## config.mk

```make
export PLATFORM = sky130hd
export DESIGN_NAME = multicycle_control
export DESIGN_NICKNAME = d
export VERILOG_FILES = /design/src/rtl/multicycle_control.sv
export SDC_FILE = /design/constraint.sdc
export NUM_CORES = 1
export LEC_CHECK = 0
export CORE_MARGIN = 2
export CORE_UTILIZATION = 35
export DETAILED_ROUTE_END_ITERATION = 16
export GPL_TIMING_DRIVEN = 1
export PLACE_DENSITY = 0.72
export SYNTH_ARGS = -nofsm -noshare
export SYNTH_HDL_FRONTEND = slang
export SYNTH_SLANG_ARGS = --single-unit
```

## constraint.sdc

```tcl
create_clock -name clk_i -period 2 [get_ports clk_i]
set_clock_uncertainty 0.05 [all_clocks]
set_input_delay 0.4 -clock clk_i [delete_from_list [all_inputs] [get_ports clk_i]]
set_output_delay 0.4 -clock clk_i [all_outputs]
set_load 0.01 [all_outputs]
```

## src/rtl/multicycle_control.sv

```systemverilog
// Multi-cycle control FSM for the toy RV32I core: fetches into IR, decodes the opcode into
// datapath selects and walks each instruction through FETCH/DECODE/EXECUTE/MEM/WB.

package riscv_pkg;
  typedef enum logic [2:0] {
    IMM_NONE = 3'd0,
    IMM_I    = 3'd1,
    IMM_S    = 3'd2,
    IMM_B    = 3'd3,
    IMM_U    = 3'd4,
    IMM_J    = 3'd5
  } imm_type_e;
endpackage

module multicycle_control
  import riscv_pkg::*;
#(
  parameter logic [31:0] RESET_IR        = 32'h0000_0013,
  parameter bit          TRAP_ON_ILLEGAL = 1'b1
) (
  input  logic        clk_i,
  input  logic        rst_i,
  output logic        imem_req_o,
  input  logic        imem_ack_i,
  input  logic [31:0] imem_rdata_i,
  output logic        dmem_req_o,
  output logic        dmem_we_o,
  input  logic        dmem_ack_i,
  input  logic        branch_taken_i,
  output logic [31:0] instr_o,
  output imm_type_e   imm_type_o,
  output logic        alu_src_a_o,
  output logic        alu_src_b_o,
  output logic        alu_out_we_o,
  output logic        pc_we_o,
  output logic [1:0]  pc_sel_o,
  output logic        rf_we_o,
  output logic [1:0]  wb_sel_o,
  output logic        illegal_o,
  output logic [2:0]  state_o
);

  typedef enum logic [2:0] {
    StFetch   = 3'd0,
    StDecode  = 3'd1,
    StExecute = 3'd2,
    StMem     = 3'd3,
    StWb      = 3'd4,
    StTrap    = 3'd5
  } state_e;

  typedef enum logic [3:0] {
    KOp, KOpImm, KLoad, KStore, KBranch, KLui, KAuipc, KJal, KJalr, KMisc, KIllegal
  } kind_e;

  state_e      state_q, state_d;
  logic [31:0] ir_q;
  logic        illegal_q;
  kind_e       kind, eff_kind;
  imm_type_e   imm_type;
  logic        is_illegal;

  always_comb begin
    kind     = KIllegal;
    imm_type = IMM_NONE;
    if (ir_q[1:0] == 2'b11) begin
      case (ir_q[6:0])
        7'b0110011: kind = KOp;
        7'b0010011: begin kind = KOpImm;  imm_type = IMM_I; end
        7'b0000011: begin kind = KLoad;   imm_type = IMM_I; end
        7'b1100111: begin kind = KJalr;   imm_type = IMM_I; end
        7'b0100011: begin kind = KStore;  imm_type = IMM_S; end
        7'b1100011: begin kind = KBranch; imm_type = IMM_B; end
        7'b0110111: begin kind = KLui;    imm_type = IMM_U; end
        7'b0010111: begin kind = KAuipc;  imm_type = IMM_U; end
        7'b1101111: begin kind = KJal;    imm_type = IMM_J; end
        7'b0001111: kind = KMisc;
        default:    kind = KIllegal;
      endcase
    end
    is_illegal = (kind == KIllegal);
    // Without trapping, an illegal opcode retires exactly like a fence/NOP.
    eff_kind   = (is_illegal && !TRAP_ON_ILLEGAL) ? KMisc : kind;
  end

  always_comb begin
    state_d      = state_q;
    imem_req_o   = 1'b0;
    dmem_req_o   = 1'b0;
    dmem_we_o    = 1'b0;
    alu_src_a_o  = 1'b0;
    alu_src_b_o  = 1'b0;
    alu_out_we_o = 1'b0;
    pc_we_o      = 1'b0;
    pc_sel_o     = 2'd0;
    rf_we_o      = 1'b0;
    wb_sel_o     = 2'd0;
    case (state_q)
      StFetch: begin
        imem_req_o = 1'b1;
        if (imem_ack_i) state_d = StDecode;
      end
      StDecode: state_d = (is_illegal && TRAP_ON_ILLEGAL) ? StTrap : StExecute;
      StExecute: begin
        alu_out_we_o = 1'b1;
        state_d      = StWb;
        case (eff_kind)
          KOp: ;
          KOpImm, KLui, KJalr: alu_src_b_o = 1'b1;
          KLoad, KStore: begin
            alu_src_b_o = 1'b1;
            state_d     = StMem;
          end
          KAuipc, KJal: begin
            alu_src_a_o = 1'b1;
            alu_src_b_o = 1'b1;
          end
          KBranch: begin
            alu_src_a_o = 1'b1;
            alu_src_b_o = 1'b1;
            pc_we_o     = 1'b1;
            pc_sel_o    = branch_taken_i ? 2'd1 : 2'd0;
            state_d     = StFetch;
          end
          default: begin
            pc_we_o = 1'b1;
            state_d = StFetch;
          end
        endcase
      end
      StMem: begin
        dmem_req_o = 1'b1;
        dmem_we_o  = (eff_kind == KStore);
        if (dmem_ack_i) begin
          if (eff_kind == KStore) begin
            pc_we_o = 1'b1;
            state_d = StFetch;
          end else begin
            state_d = StWb;
          end
        end
      end
      StWb: begin
        rf_we_o = 1'b1;
        pc_we_o = 1'b1;
        state_d = StFetch;
        if (eff_kind == KLoad) wb_sel_o = 2'd1;
        if (eff_kind == KJal || eff_kind == KJalr) begin
          wb_sel_o = 2'd2;
          pc_sel_o = 2'd2;
        end
      end
      StTrap: ;
      default: state_d = StFetch;
    endcase
    // Requests and strobes are suppressed in the very cycle reset is asserted.
    if (rst_i) begin
      imem_req_o   = 1'b0;
      dmem_req_o   = 1'b0;
      dmem_we_o    = 1'b0;
      alu_out_we_o = 1'b0;
      pc_we_o      = 1'b0;
      rf_we_o      = 1'b0;
    end
  end

  always_ff @(posedge clk_i) begin
    if (rst_i) begin
      state_q   <= StFetch;
      ir_q      <= RESET_IR;
      illegal_q <= 1'b0;
    end else begin
      state_q <= state_d;
      if (state_q == StFetch && imem_ack_i) ir_q <= imem_rdata_i;
      if (state_d == StTrap) illegal_q <= 1'b1;
    end
  end

  assign instr_o    = ir_q;
  assign imm_type_o = imm_type;
  assign illegal_o  = illegal_q;
  assign state_o    = state_q;

endmodule

```

==> results of run 1 <==
## cells in the final DEF (no fill, tap or decap), types with 4 or more instances in the layout
cell type	netlist	routed
a31oi_1	4	4
dlygate4sd2_1	0	4
nand3b_1	4	4
inv_1	4	4
clkbuf_8	0	5
buf_6	1	7
clkdlybuf4s50_1	0	72
dfxtp_1	36	30
a21oi_1	35	35
dfxtp_2	0	6
nand2_1	72	69
buf_2	8	7
buf_4	1	43
nor2_1	11	8
## flip-flops by register name, indices dropped and copies added (netlist names)
name,cells
instr_o,32
state_o,3
illegal_o,1
## layer usage
metal / wire, um / up-vias / track usage / part of all wire
met5: 0 / - / 0 / 0
met4: 93 / 0 / 0.0545 / 0.017
met3: 287 / 6 / 0.0453 / 0.053
met2: 2730 / 56 / 0.314 / 0.50
met1: 2330 / 909 / 0.245 / 0.43
li1: - / 1025 / - / -
## final cells by class
type,count,area share
clock buffer,6,0.0231
clock inverter,2,0.0112
timing repair buffer,136,0.391
inverter,4,0.00479
sequential,36,0.232
tap,67,0.0267
multi-input combinational,169,0.311
## cells by family (layout without fill, tap and decap cells)
family / after synthesis / count (layout)
AND/OR/NAND/NOR: 115 / 115
buffers and inverters: 24 / 148
AO/OA/AOI/OAI: 50 / 50
XOR/XNOR: 1 / 1
multiplexers: 3 / 3
flip-flops: 36 / 36
## worst min-delay path by stage
| stage | start | to | slack (ps) | depth (start not counted) |
|---|---|---|---|---|
| final | instr_o[26] | instr_o[26] | 400 | 2 |
| after global routing | illegal_o | illegal_o | 430 | 2 |
| after CTS | instr_o[21] | instr_o[21] | 410 | 2 |
| after detailed placement | illegal_o | illegal_o | 390 | 2 |
| after global placement | illegal_o | illegal_o | 380 | 2 |
| after floorplan | illegal_o | illegal_o | 420 | 2 |
## Yosys cell counts (all sizes together)
cell | n | area (um^2)
nand2b | 3 | 21.3
a22oi | 2 | 15.0
o21ai | 1 | 5.00
or2b | 1 | 7.51
o211ai | 1 | 7.51
or2 | 1 | 8.76
a31oi | 4 | 25.0
dfxtp | 36 | 721
and2 | 2 | 13.8
nor4bb | 1 | 10.0
xnor2 | 1 | 8.76
nand3 | 5 | 25.0
a32o | 1 | 10.0
o32a | 1 | 11.3
a41o | 1 | 10.0
buf | 10 | 58.8
nand3b | 4 | 30.0
o31ai | 1 | 7.51
o41ai | 1 | 8.76
clkbuf | 10 | 37.5
and3b | 1 | 8.76
inv | 4 | 15.0
nor4 | 5 | 46.3
a21oi | 35 | 175
mux2 | 1 | 11.3
nor3b | 1 | 7.51
and3 | 1 | 6.26
nor4b | 1 | 8.76
mux2i | 2 | 20.0
nor2 | 12 | 47.6
nand2 | 72 | 270
a41oi | 1 | 8.76
o221a | 1 | 11.3
nor3 | 4 | 20.0
or3b | 1 | 8.76
## repair_timing
action / 4_1_cts / 5_1_grt
pin swaps: 7 / 6
gates resized for setup: 55 / 29
hold endpoints to repair: 0 / 0
endpoints found under the setup margin: 15 / 13
setup buffers: 5 / 5
## critical path: stages (launching register included)
cell and delay, ps:
dfxtp_2 330, nand2b_4 150, nor4_4 260, or3b_1 370, a31oi_1 160, buf_2 150
## per-stage QoR
stage / worst slack [ps] / hold WS (ps) / instances / TNS [ps]
detailed placement: -463 / 393 / 403 / -2040
global route: -237 / 425 / 420 / -407
finish: -143 / 403 / 420 / -168
global placement: -449 / 384 / 403 / -1930
floorplan: 33.7 / 420 / 229 / 0
CTS: -262 / 407 / 415 / -793
## power by group through the flow
stage / clock [mW] / sequential (mW) / combinational [mW]
after global placement: 0 / 0.853 / 0.812
after global routing: 0.677 / 0.857 / 0.978
after floorplan: 0 / 0.892 / 0.346
after CTS: 0.645 / 0.843 / 0.852
final: 0.626 / 0.847 / 0.905
after detailed placement: 0 / 0.856 / 0.822
==> key figures, run 1 <==
Worst setup path
  • Crit Path Class: flop to output pin
  • Crit path max fanout: 2
  • Worst setup path endpoint: pc_we_o
  • Req. time, crit path: 1550 ps
  • Worst Setup SP: instr_o[4]
  • Reg-to-Reg End: illegal_o
  • Crit path DAT: 1690 ps
  • Setup crit end kind: output pin
  • R2R setup slack: 260 ps
  • R2R depth: 6
  • Crit start category: flop
  • R2r startpoint: instr_o[5]

Cells and area
  • Fillers: 410
  • Area grow syn2layout: 83.6%
  • Sequential Area: 728 um^2
  • Footprint of the multi-input gates: 976 um^2
  • Layout cells sized above 1: 0.278
  • Nets@finish: 389
  • Diode count: 0
  • Fin util: 0.664
  • Fin area: 3140 um^2

Timing
  • Slew headroom: 0.647
  • Final Hold Fails: 0
  • Final setup fails: 2
  • Final worst slack: -143 ps
  • Fmax achieved: 0.467 GHz
  • RSZ-0062 raised after global routing: true
  • Worst-Margin Slew: 523 ps
  • Final min period: 2140 ps
  • Period utilisation layout: 1.07
  • Fin. max-slew vios: 0

Synth
  • #FFs+latches synth: 36
  • Post-Synth Simple-Gate Area: 0.316
  • Synth Area per Inst: 7.46 um^2
  • Post-synthesis compound-gate area fraction: 0.173
  • XOR/XNOR share of the synthesized area: 0.00513
  • Synthesized area: 1710 um^2
  • Post-Synthesis Cells: 229
  • Yosys warnings: 0
  • Mapped Nets: 266
  • Largest family of logic cells by synthesized area: simple AND/OR/NAND/NOR gates
  • Mux cell area share after synthesis: 0.0183
  • Yosys cell types: 41
  • Seq/Total Area, Yosys: 0.422
  • Post-synthesis adder-cell area fraction: 0

Floorplanning
  • Io pins: 88
  • Full die area: 5450 um^2
  • Row Count: 25
  • Die span in y: 73.9 um
  • CORE AREA: 4720 um^2
  • Initial Util: 0.362
  • Die width: 73.9 um

Detailed routing
  • Post-Route WL: 5.44 mm
  • Mean routed wirelength per cell: 13.0 um
  • DRT iter0 DRCs: 89
  • Antenna viol nets, final: 0
  • Post-DR vias/cell: 4.75
  • Via count: 1996
  • # DRC: 0
  • Drt first pass iters: 4

Pwr
  • Peak supply drop: 556 uV
  • Combinational power share: 0.381
  • Clock power share: 0.263
  • Switch Pwr: 0.726 mW
  • Part of the power in registers: 0.356
  • Pwr Density: 759 nW/um^2
  • Pwr Total: 2.38 mW
  • Sw frac: 0.305
  • Total leakage power: 1.31 nW
  • Int Pwr: 1.65 mW

Outcome
  • Run status: complete, but fails checks
  • Failing checks: negative setup slack

Place
  • Gpl congestion: 0.811
  • Placed inst area: 2870 um^2
  • Hpwl dp: 3.73 mm
  • I/O Buffers: 87

Clocking
  • Clk_lat worst skew: 280 ps
  • Hold buffers post-CTS: 0
  • CTS root buf: clkbuf_8
  • Htree depth: 2
  • CTS clk-pin slew, worst paths: 70 ps
  • Num Clock Sinks: 36
  • CTS tree: done
  • Clock Path Buffers: 2
  • CTS buffer count: 5

Global route
  • First-pass GRT wire length: 8.10 mm
  • All-Layer GR Usage: 0.190
  • Vias in the first global route: 1722
  • Largest net degree at the start of global routing: 27
  • Initial antenna violation count: 0
  • GRT overflow: 0

Min path
  • Hold crit path type: flop to flop

Job
  • Max cap viols: 0
Note: power is estimated with default switching activity, not from simulation.
==> run 2: changes to the inputs <==
ABC_AREA = 1   (was unset)
==> run 2 against run 1 <==
The run still ends with negative setup slack left. Critical path depth up 3. Combinational power is 46% higher. First-iteration DRC count is 12% higher. Synthesized cell count rose by 8.3%. Critical path type unchanged. Highest routed layer unchanged.
==> key figures, run 2 <==
Timing
  • Worst-Margin Slew: 449 ps
  • Fin. max-slew vios: 0
  • Final worst slack: -53.6 ps
  • Final setup fails: 4
  • Setup Total Neg Slack: -129 ps
  • RSZ-0062 raised after global routing: true
  • Period utilisation layout: 1.03
  • Fmax achieved: 0.487 GHz
  • Final Hold Fails: 0
  • Final min period: 2050 ps
  • Slew headroom: 0.700

Detailed routing
  • Via count: 2021
  • # DRC: 0
  • Post-DR vias/cell: 4.61
  • Drt first pass iters: 4
  • Antenna viol nets, final: 0
  • Mean routed wirelength per cell: 11.8 um
  • DRT iter0 DRCs: 100
  • Post-Route WL: 5.17 mm

Clocking
  • Clock Path Buffers: 2
  • CTS buffer count: 5
  • CTS clk-pin slew, worst paths: 70 ps
  • Num Clock Sinks: 36
  • Clk_lat worst skew: 280 ps
  • CTS root buf: clkbuf_8
  • CTS tree: done
  • Htree depth: 2

Job
  • Max cap viols: 0

Synth
  • Post-synth top area cell: dfxtp_1
  • Ys async rst share: 0
  • Synth Area per Inst: 6.88 um^2
  • Synth top area share: 0.422
  • Synth area leaders: dfxtp_1 (42%), nand2_1 (17%), a21oi_1 (10%)
  • EDFF count, synth: 0
  • #FFs+latches synth: 36
  • Count leader, synth: nand2_1
  • Seq/Total Area, Yosys: 0.422
  • Top FF cell, synth: dfxtp_1
  • Synthesized area: 1710 um^2
  • Mapped Nets: 285
  • Synth top cells by count: nand2_1 (79), dfxtp_1 (36), a21oi_1 (35)
  • Yosys warnings: 0
  • Yosys cell types: 23
  • Post-Synthesis Cells: 248

Worst setup path
  • Setup crit end kind: output pin
  • Crit start category: flop
  • Crit Path Class: flop to output pin
  • Crit path max fanout: 6
  • Req. time, crit path: 1550 ps
  • Crit path DAT: 1600 ps

Cells and area
  • Fillers: 421
  • Footprint of the multi-input gates: 963 um^2
  • Max reg flops: 32
  • Fin util: 0.654
  • Most common cell after layout, fill and taps aside: nand2_1
  • Layout cells sized above 1: 0.299
  • Fin area: 3090 um^2
  • Area grow syn2layout: 81.0%
  • Nets@finish: 407
  • Sequential Area: 742 um^2
  • Diode count: 0
  • Commonest cells after routing, fill and taps aside: nand2_1 (72), clkdlybuf4s50_1 (71), buf_4 (37)

Outcome
  • Failing checks: negative setup slack
  • Run status: complete, but fails checks

Floorplanning
  • Full die area: 5450 um^2
  • Row Count: 25
  • Io pins: 88
  • CORE AREA: 4720 um^2
  • Die width: 73.8 um
  • Die span in y: 73.8 um
  • Initial Util: 0.361

Global route
  • First-pass GRT wire length: 8.27 mm
  • All-Layer GR Usage: 0.195
  • Largest net degree at the start of global routing: 30
  • Initial antenna violation count: 0
  • Vias in the first global route: 1936
  • GRT overflow: 0

Pwr
  • Pwr Density: 904 nW/um^2
  • Pwr Total: 2.79 mW
  • Total leakage power: 1.37 nW
  • Peak supply drop: 638 uV

Place
  • Placed inst area: 2850 um^2
  • Hpwl dp: 3.69 mm
  • I/O Buffers: 87
  • Gpl congestion: 0.869

Min path
  • Hold crit path type: flop to flop
## run 2: area by class of cell
type | instances | share of cell area
clock buffer | 8 | 0.0292
sequential | 36 | 0.240
multi-input combinational | 179 | 0.312
inverter | 23 | 0.0304
timing repair buffer | 125 | 0.361
tap | 67 | 0.0271
## run 2: repair_timing
action,CTS,global route
endpoints found under the setup margin,15,12
buffers inserted,4,1
hold buffers,0,0
pin swaps,7,11
gates resized for setup,63,32
## run 2: power by group
| group | leakage, nW | switching (mW) | internal (mW) | total [mW] |
|---|---|---|---|---|
| clock | 0.0455 | 0.234 | 0.281 | 0.515 |
| combinational | 1.03 | 0.666 | 0.656 | 1.32 |
| sequential | 0.298 | 0.107 | 0.849 | 0.956 |
| total | 1.37 | 1.01 | 1.79 | 2.79 |
## run 2: metrics by stage
stage / hold WS [ps] / setup WS (ps) / cells
floorplan: 438 / 285 / 248
global placement: 401 / -241 / 425
global route: 432 / -168 / 438
detailed placement: 405 / -268 / 425
finish: 414 / -53.6 / 438
CTS: 414 / -171 / 437
## run 2: per-layer routing
layer	track usage	share of wire
met3	0.0892	0.10
met4	0.0566	0.0091
met2	0.331	0.49
met1	0.219	0.40
met5	0	0
## run 2: cells by family after synthesis
| kind of cell | Yosys count | share of synthesized area |
|---|---|---|
| buf+inv | 33 | 0.0843 |
| simple gates | 131 | 0.343 |
| flops | 36 | 0.422 |
| compound gates | 48 | 0.150 |
## run 2: critical path: stages (launching register included)
cell and delay, ps:
dfxtp_4 370, inv_4 80, nand2_4 50, nor2_4 170, buf_6 130, nand2_4 60, buf_4 140, a31oi_1 160
buf_2 160
## run 2: final timing paths
| path | startpoint | end | slack, ps | cells past startpoint |
|---|---|---|---|---|
| setup / recovery | instr_o[3] | alu_src_b_o | -50 | 8 |
| hold / removal | instr_o[31] | instr_o[31] | 410 | 2 |
| setup reg to reg | state_o[2] | instr_o[24] | 510 | 6 |
| hold reg to reg | instr_o[31] | instr_o[31] | 410 | 2 |
==> run 3: changes to the inputs <==
CORE_UTILIZATION = 39   (was 35)
PLACE_DENSITY = 0.79   (was 0.72)
==> run 3 against run 2 <==
The flow still finishes with violations (negative setup slack). Combinational power increased by 3%. Sequential power about the same. Via count increased by 0.54%. Total power increased by 5.3%. Critical path type unchanged. Clock-buffer cell count decreased by 3. Wire length decreased by 1.7%. Global-route usage increased by 0.60 points. Final area increased by 0.61%. Highest routed layer unchanged.
==> key figures, run 3 (synthesis gave the netlist of run 2 again) <==
Outcome
  • Run status: complete, but fails checks
  • Failing checks: negative setup slack

Cells and area
  • Layout cells sized above 1: 0.305
  • Nets@finish: 406
  • Commonest cells after routing, fill and taps aside: nand2_1 (72), clkdlybuf4s50_1 (71), buf_4 (37)
  • Max reg flops: 32
  • Fin area: 3110 um^2
  • Area grow syn2layout: 82.1%
  • Post-Layout Cell Count: 422
  • Fin util: 0.724
  • Diode count: 0
  • Most common cell after layout, fill and taps aside: nand2_1

Floorplanning
  • Row Count: 24
  • Initial Util: 0.397
  • Die width: 70.2 um
  • Io pins: 88
  • Full die area: 4920 um^2
  • CORE AREA: 4290 um^2
  • Die span in y: 70.2 um

Worst setup path
  • Crit path DAT: 1650 ps
  • Crit Path Class: flop to output pin
  • R2r startpoint: instr_o[2]
  • Setup crit end kind: output pin
  • Slowest cell delay on critical path: 390 ps
  • Reg-to-Reg End: illegal_o
  • Most used cell, CP: nand2_1
  • Max stage delay cell, worst path: dfxtp_4
  • Req. time, crit path: 1550 ps
  • Crit start category: flop
  • Crit-path cells: inv_2 -> buf_4 -> nor2_1 -> nand2_1 -> nand2_1 -> a21oi_2 -> nand2_2 -> nand2_1 -> o21bai_1 -> inv_1 -> buf_2
  • R2R setup slack: 420 ps
  • Crit path max fanout: 5
  • R2R depth: 12

Timing
  • Worst-Margin Slew: 458 ps
  • Slew headroom: 0.695
  • Final min period: 2100 ps
  • Final worst slack: -101 ps
  • Period utilisation layout: 1.05
  • Final Hold Fails: 0
  • RSZ-0062 raised after global routing: true
  • Final setup fails: 4
  • Hold WS: 414 ps
  • Fin. max-slew vios: 0
  • Fmax achieved: 0.476 GHz
  • Setup Total Neg Slack: -236 ps

Clocking
  • Clock Path Buffers: 2
  • Hold buffers post-CTS: 0
  • Htree depth: 2
  • CTS buffer count: 5
  • Clk_lat worst skew: 280 ps
  • Num Clock Sinks: 36
  • CTS tree: done
  • CTS root buf: clkbuf_8
  • CTS clk-pin slew, worst paths: 70 ps

Detailed routing
  • Antenna viol nets, final: 0
  • Max layer used: met4
  • Via count: 2032
  • Drt first pass iters: 5
  • Met3 Routed Length: 406 um
  • Post-DR vias/cell: 4.82
  • Mean routed wirelength per cell: 12.0 um
  • # DRC: 0
  • DRT iter0 DRCs: 101
  • Met1 WL: 2.19 mm
  • Met2 WL: 2.42 mm
  • Post-Route WL: 5.08 mm

Place
  • Placed inst area: 2830 um^2
  • Placed cell count: 409
  • Setup Slack @ Placement: -289 ps
  • Hpwl dp: 3.55 mm
  • I/O Buffers: 87
  • Gpl congestion: 0.828

Global route
  • Initial antenna violation count: 0
  • Largest net degree at the start of global routing: 30
  • All-Layer GR Usage: 0.201
  • Vias in the first global route: 1939
  • GRT overflow: 0
  • First-pass GRT wire length: 8.15 mm

Pwr
  • Peak supply drop: 592 uV
  • Pwr Density: 946 nW/um^2
  • Total leakage power: 1.34 nW
  • Pwr Total: 2.94 mW

Min path
  • Worst Hold Endpoint: instr_o[22]
  • Hold crit path type: flop to flop
  • Min-delay src: instr_o[22]
  • Worst Hold Path Cells: 2

Job
  • Max cap viols: 0
[run 3: where the power goes]
| group | internal, mW | leakage [nW] | total [mW] | switching, mW |
|---|---|---|---|---|
| clock | 0.369 | 0.0541 | 0.622 | 0.254 |
| combinational | 0.670 | 0.985 | 1.36 | 0.693 |
| sequential | 0.849 | 0.298 | 0.956 | 0.107 |
| total | 1.89 | 1.34 | 2.94 | 1.05 |
[run 3: repair_timing]
action	4_1_cts	5_1_grt
gates resized for setup	67	32
buffers inserted	3	2
setup endpoints to repair	15	10
pin swaps	4	10
[run 3: layout make-up]
type	count	area [um^2]
fill	345	1190
clock inverter	3	42.5
tap	52	65.1
sequential	36	742
timing repair buffer	124	1100
multi-input combinational	179	997
clock buffer	5	68.8
inverter	23	93.8
[run 3: per-layer routing]
metal | GRT usage | up-vias
met3 | 0.0707 | 7
met4 | 0.0662 | 0
li1 | - | 1042
met2 | 0.344 | 71
met5 | 0 | -
met1 | 0.235 | 912
[run 3: how the worst max path moves through the flow]
stage | cells past startpoint | slack (ps) | from | endpoint
global placement | 4 | -300 | rst_i | dmem_we_o
floorplan | 8 | 290 | instr_o[3] | pc_we_o
detailed placement | 4 | -290 | rst_i | dmem_we_o
finish | 11 | -100 | instr_o[2] | alu_src_a_o
CTS | 11 | -180 | instr_o[2] | alu_src_a_o
global route | 11 | -200 | instr_o[2] | alu_src_a_o
[run 3: worst max-delay path: cells and delay by family, from the launching register on]
kind / cells / cell delay, ps
DFF: 1 / 390
buffers and inverters: 4 / 370
and+or+nand+nor: 5 / 420
AOI/OAI and AO/OA: 2 / 200
